$ cat src/rtl/sram_req_arbiter_pkg.sv
// Shared master ids, SRAM-like size encodings and the request payload bundle
// used by the inst/data arbiter.
package sram_req_arbiter_pkg;

  localparam logic MST_INST = 1'b0;
  localparam logic MST_DATA = 1'b1;

  typedef enum logic [1:0] {
    SIZE_BYTE = 2'd0,
    SIZE_HALF = 2'd1,
    SIZE_WORD = 2'd2
  } sram_size_e;

  typedef struct packed {
    logic        wr;
    logic [1:0]  size;
    logic [31:0] addr;
    logic [3:0]  wstrb;
    logic [31:0] wdata;
  } sram_req_t;

endpackage

$ cat src/rtl/sram_req_arbiter_id_fifo.sv
// Small id FIFO recording which master issued each accepted request, so that
// in-order responses can be routed back.
module arb_id_fifo #(
  parameter  int WIDTH = 1,
  parameter  int DEPTH = 4,
  localparam int AW    = $clog2(DEPTH),
  localparam int CW    = $clog2(DEPTH + 1)
) (
  input  logic             aclk,
  input  logic             aresetn,
  input  logic             push,
  input  logic             pop,
  input  logic [WIDTH-1:0] din,
  output logic [WIDTH-1:0] dout,
  output logic             full,
  output logic             empty,
  output logic [CW-1:0]    count
);

  logic [WIDTH-1:0] mem [DEPTH];
  logic [AW-1:0]    wr_ptr;
  logic [AW-1:0]    rd_ptr;
  logic             push_ok;
  logic             pop_ok;

  assign full    = (count == CW'(DEPTH));
  assign empty   = (count == '0);
  assign push_ok = push & ~full;
  assign pop_ok  = pop & ~empty;
  assign dout    = mem[rd_ptr];

  // DEPTH is a power of two, so pointer wrap is the natural overflow
  always_ff @(posedge aclk or negedge aresetn) begin
    if (!aresetn) begin
      wr_ptr <= '0;
      rd_ptr <= '0;
      count  <= '0;
      for (int i = 0; i < DEPTH; i++) mem[i] <= '0;
    end else begin
      if (push_ok) begin
        mem[wr_ptr] <= din;
        wr_ptr      <= wr_ptr + AW'(1);
      end
      if (pop_ok) rd_ptr <= rd_ptr + AW'(1);
      case ({push_ok, pop_ok})
        2'b10:   count <= count + CW'(1);
        2'b01:   count <= count - CW'(1);
        default: count <= count;
      endcase
    end
  end

endmodule

$ cat src/rtl/sram_req_arbiter.sv
// Shares one SRAM-like port between inst and data masters: data-first grant with
// a starvation escape for inst, request lock, and in-order response routing.
module sram_req_arbiter
  import sram_req_arbiter_pkg::*;
#(
  parameter int OUTSTANDING  = 4,
  parameter int STARVE_LIMIT = 8
) (
  input  logic        aclk,
  input  logic        aresetn,
  input  logic        inst_req,
  input  logic        inst_wr,
  input  logic [1:0]  inst_size,
  input  logic [31:0] inst_addr,
  input  logic [3:0]  inst_wstrb,
  input  logic [31:0] inst_wdata,
  output logic        inst_addr_ok,
  output logic        inst_data_ok,
  output logic [31:0] inst_rdata,
  input  logic        data_req,
  input  logic        data_wr,
  input  logic [1:0]  data_size,
  input  logic [31:0] data_addr,
  input  logic [3:0]  data_wstrb,
  input  logic [31:0] data_wdata,
  output logic        data_addr_ok,
  output logic        data_data_ok,
  output logic [31:0] data_rdata,
  output logic        down_req,
  output logic        down_wr,
  output logic [1:0]  down_size,
  output logic [31:0] down_addr,
  output logic [3:0]  down_wstrb,
  output logic [31:0] down_wdata,
  input  logic        down_addr_ok,
  input  logic        down_data_ok,
  input  logic [31:0] down_rdata,
  output logic        err_spurious
);

  localparam int SW = $clog2(STARVE_LIMIT + 1);
  localparam int CW = $clog2(OUTSTANDING + 1);

  sram_req_t       inst_pl, data_pl, sel_pl;
  logic            grant, sel_req, hs, pop;
  logic            lock, lock_id;
  logic            full, empty, head_id;
  logic [SW-1:0]   starve_cnt;
  logic [CW-1:0]   count;

  assign inst_pl = '{wr: inst_wr, size: inst_size, addr: inst_addr, wstrb: inst_wstrb, wdata: inst_wdata};
  assign data_pl = '{wr: data_wr, size: data_size, addr: data_addr, wstrb: data_wstrb, wdata: data_wdata};

  always_comb begin
    grant = MST_INST;
    if (lock)
      grant = lock_id;
    else if (inst_req && data_req)
      grant = (starve_cnt == SW'(STARVE_LIMIT)) ? MST_INST : MST_DATA;
    else if (data_req)
      grant = MST_DATA;
  end

  assign sel_req = (grant == MST_DATA) ? data_req : inst_req;
  assign sel_pl  = (grant == MST_DATA) ? data_pl : inst_pl;

  // Full blocks the request even when a pop lands in the same cycle
  assign down_req   = sel_req & ~full;
  assign down_wr    = sel_pl.wr;
  assign down_size  = sel_pl.size;
  assign down_addr  = sel_pl.addr;
  assign down_wstrb = sel_pl.wstrb;
  assign down_wdata = sel_pl.wdata;

  assign hs           = down_req & down_addr_ok;
  assign inst_addr_ok = hs & (grant == MST_INST);
  assign data_addr_ok = hs & (grant == MST_DATA);

  assign pop          = down_data_ok & ~empty;
  assign inst_data_ok = pop & (head_id == MST_INST);
  assign data_data_ok = pop & (head_id == MST_DATA);
  assign inst_rdata   = down_rdata;
  assign data_rdata   = down_rdata;

  arb_id_fifo #(.WIDTH(1), .DEPTH(OUTSTANDING)) u_id_fifo (
    .aclk    (aclk),
    .aresetn (aresetn),
    .push    (hs),
    .pop     (pop),
    .din     (grant),
    .dout    (head_id),
    .full    (full),
    .empty   (empty),
    .count   (count)
  );

  always_ff @(posedge aclk or negedge aresetn) begin
    if (!aresetn) begin
      lock         <= 1'b0;
      lock_id      <= MST_INST;
      starve_cnt   <= '0;
      err_spurious <= 1'b0;
    end else begin
      if (hs) begin
        lock <= 1'b0;
        if (grant == MST_INST)
          starve_cnt <= '0;
        else if (inst_req && starve_cnt != SW'(STARVE_LIMIT))
          starve_cnt <= starve_cnt + SW'(1);
      end else if (down_req) begin
        lock    <= 1'b1;
        lock_id <= grant;
      end
      if (down_data_ok && empty) err_spurious <= 1'b1;
    end
  end

  a_full_count : assert property (@(posedge aclk) disable iff (!aresetn)
    full == (count == CW'(OUTSTANDING)));

endmodule

$ cat config.mk
export PLATFORM = sky130hd
export DESIGN_NAME = sram_req_arbiter
export DESIGN_NICKNAME = d
export VERILOG_FILES = /design/src/rtl/sram_req_arbiter_pkg.sv /design/src/rtl/sram_req_arbiter_id_fifo.sv /design/src/rtl/sram_req_arbiter.sv
export SDC_FILE = /design/constraint.sdc
export NUM_CORES = 1
export LEC_CHECK = 0
export ABC_AREA = 1
export CAP_MARGIN = 20
export CORE_AREA = 2 2 126 128
export CTS_CLUSTER_DIAMETER = 40
export DETAILED_ROUTE_END_ITERATION = 6
export DIE_AREA = 0 0 128 130
export SLEW_MARGIN = 40
export SYNTH_ARGS = -nofsm -noshare
export SYNTH_HDL_FRONTEND = slang
export SYNTH_SLANG_ARGS = --single-unit
$ cat constraint.sdc
create_clock -name aclk -period 2.35 [get_ports aclk]
set_clock_uncertainty 0.05 [all_clocks]
set_input_delay 0.5875 -clock aclk [delete_from_list [all_inputs] [get_ports aclk]]
set_output_delay 0.5875 -clock aclk [all_outputs]
set_load 0.02 [all_outputs]
==> run summary <==
adder-cell share of the synthesized area -> 4.41%
crit path time final -> 2540 ps
vias in the first global route -> 3035
Filler Cells Inserted -> 1632
final number of setup-violating endpoints -> 73
TritonCTS buffer count -> 3
hold_buf cts -> 0
gr usage total -> 12.5%
core area -> 15400 um2
HPWL after detailed placement -> 8980 um
status -> finished, violations left
die span in y -> 130 um
DR vias/cell -> 3.94
Final Hold Vio Count -> 0
critical path type -> reg2out
mux cell area share after synthesis -> 0%
top cells by area, synth -> nand2_1 38%, buf_4 22%, dfrtp_1 18%
drt pass-1 iters -> 4
Mapped Nets -> 606
GPL Wtd Cong -> 0.751
IO Pins -> 321
n_diodes -> 0
dpl cell area -> 4680 um2
fin crit share -> 108%
H-tree levels -> 1
total leakage power -> 0.00280 uW
CP endpoint kind -> primary output
Synth Area in Compound Gates -> 2.77%
IO buf count -> 224
sequential fraction of the synthesis area -> 18.4%
WL final -> 12100 um
f_max -> 394 MHz
Slew Viols, Final -> 0
worst setup margin -> -185 ps
failing checks -> setup timing
DIE WIDTH -> 128 um
Max FO, Critical Path -> 5
Yosys top cell area share -> 37.5%
cells after synthesis -> 418
first-pass GRT wire length -> 16300 um
Layout area overhead -> 126%
Finished Cell Area -> 5520 um2
cell area after synthesis -> 2440 um2
Initial Util -> 15.8%
startpoint types -> flip-flop
Post-synth EDFFs -> 0
largest family of logic cells by synthesized area -> simple AND/OR/NAND/NOR gates
vias post-DR -> 3232
HP Class -> reg2reg
critical path data required time -> 1710 ps
Yosys cell types -> 25
Max VDD drop -> 0.000426 V
routed length per instance -> 14.8 um
dominant synthesized flop cell -> dfrtp_1
Final #Nets -> 818
CTS Sinks -> 18
Synth Register Bits -> 18
synth warn -> 0
Mean Syn Cell Area -> 5.84 um2
top-count cell post-synth -> nand2_1
Async SR Flop Fraction -> 100%
clock transition at the registers of the reported paths -> 50 ps
Detailed Route Iter0 Violations -> 137
Slew Limit Headroom -> 79.7%
CTS tree -> built
number of antenna violations at the first check in global routing -> 0
CTS root buf -> clkbuf_16
residual DRC count -> 0
FP Rows -> 46
power per standard cell area -> 1270 nW/um2
area leader, netlist -> nand2_1
Post-synth top cells -> 244 x nand2_1, 71 x buf_4, 18 x dfrtp_1
largest net degree at the start of global routing -> 36
WP data arrival -> 1900 ps
simple logic cell fraction of the synthesized area -> 45.0%
die area -> 16600 um2
Worst Hold Margin -> 433 ps
CTS max path bufs -> 2
layout cell share with drive strength beyond 1 -> 38.4%
unrepaired setup endpoints after global routing -> yes
Slew @ Worst Pin -> 303 ps
DRT antenna net count -> 0
XOR/XNOR Fraction of Synth Area -> 2.15%
gr ovfl total -> 0
clk_lat worst skew -> 250 ps
max_cap viols -> 0
## final timing paths
check / start / to / slack (ps) / cells past startpoint
setup / recovery: starve_cnt[0] / down_wdata[28] / -190 / 12
hold / removal: u_id_fifo.mem[0] / u_id_fifo.mem[0] / 430 / 2
setup reg to reg: starve_cnt[0] / u_id_fifo.count[2] / -10 / 15
hold reg to reg: u_id_fifo.mem[0] / u_id_fifo.mem[0] / 430 / 2
max in group asynchronous: aresetn / starve_cnt[2] / 1420 / 2
min in group asynchronous: aresetn / u_id_fifo.rd_ptr[0] / 630 / 2
## kinds of logic after synthesis
logic type / after synthesis
adders and majority gates: 8
buffers and inverters: 100
xor gates and xnor gates: 6
DFF: 18
and+or+nand+nor: 275
AOI/OAI and AO/OA: 11
## cells in the final DEF, fill, tap and decap left out, types with 4 or more instances in the layout
cell type / netlist / routed
xor2_1: 4 / 4
inv_1: 15 / 10
nand4_1: 6 / 6
nand3_1: 7 / 7
dfrtp_1: 18 / 18
ha_1: 7 / 5
nand2_1: 244 / 167
buf_6: 2 / 55
nand2_4: 1 / 32
buf_4: 71 / 37
buf_2: 7 / 23
nor2_1: 12 / 11
inv_2: 5 / 8
clkdlybuf4s50_1: 0 / 146
nand2_2: 1 / 47
buf_8: 0 / 4
clkbuf_16: 0 / 5
buf_12: 0 / 8
## flip-flops by register name (all words and copies together), names as in the netlist
name / count
starve_cnt: 4
u_id_fifo.count: 3
u_id_fifo.mem: 4
lock_id: 1
u_id_fifo.wr_ptr: 2
err_spurious: 1
lock: 1
u_id_fifo.rd_ptr: 2
## where the power goes
group | internal (uW) | switching [uW] | leakage [uW] | total, uW
combinational | 3050 | 3080 | 0.00254 | 6130
clock | 224 | 112 | 0.0000370 | 336
sequential | 444 | 100 | 0.000220 | 544
## worst max-delay path, cell delays in order, from the launching register on
cell	delay, ps
dfrtp_1	390
inv_2	80
ha_4	140
nand4_1	90
nand2_2	100
nand2_4	100
buf_12	160
buf_12	120
buf_16	130
buf_6	110
nand2_4	50
nand2_4	50
buf_6	130
## timing repair
| item | 4_1_cts | 5_1_grt |
|---|---|---|
| gates resized for setup | 462 | 81 |
| pin swaps | 37 | 19 |
| buffers inserted | 16 | 1 |
| endpoints found under the setup margin | 78 | 77 |
| cloned | 5 | 2 |
## metal layers
metal  vias to the layer above  wire [um]  part of all wire (%)  track usage, %
met5                         -          0                     0               0
met4                         0        253                   2.1            3.88
li1                       1627          -                     -               -
met1                      1416       4760                    39            14.9
met3                        29        864                   7.1            2.67
met2                       160       6220                    51            22.6
## cell type report
type | count | area (um2) | area share [%]
repair buffers | 287 | 2950 | 53.5
multi-input cells | 300 | 1720 | 31.2
flip-flops and latches | 18 | 450 | 8.15
well taps | 192 | 240 | 4.35
inverters | 20 | 82.6 | 1.49
clock buffers | 3 | 75.1 | 1.36
## metrics by stage
step / TNS [ps] / power, uW / cells / utilization [%] / setup slack [ps]
after global placement: -54890 / 5190 / 793 / 30.3 / -797
after detailed placement: -56070 / 5200 / 793 / 30.3 / -813
after floorplan: 0 / 3050 / 418 / - / 195
final: -7500 / 7010 / 820 / 35.8 / -185
after CTS: -13160 / 6590 / 817 / 34.1 / -266
after global routing: -14730 / 7510 / 820 / 35.8 / -279
Note: power is estimated with default switching activity, not from simulation.
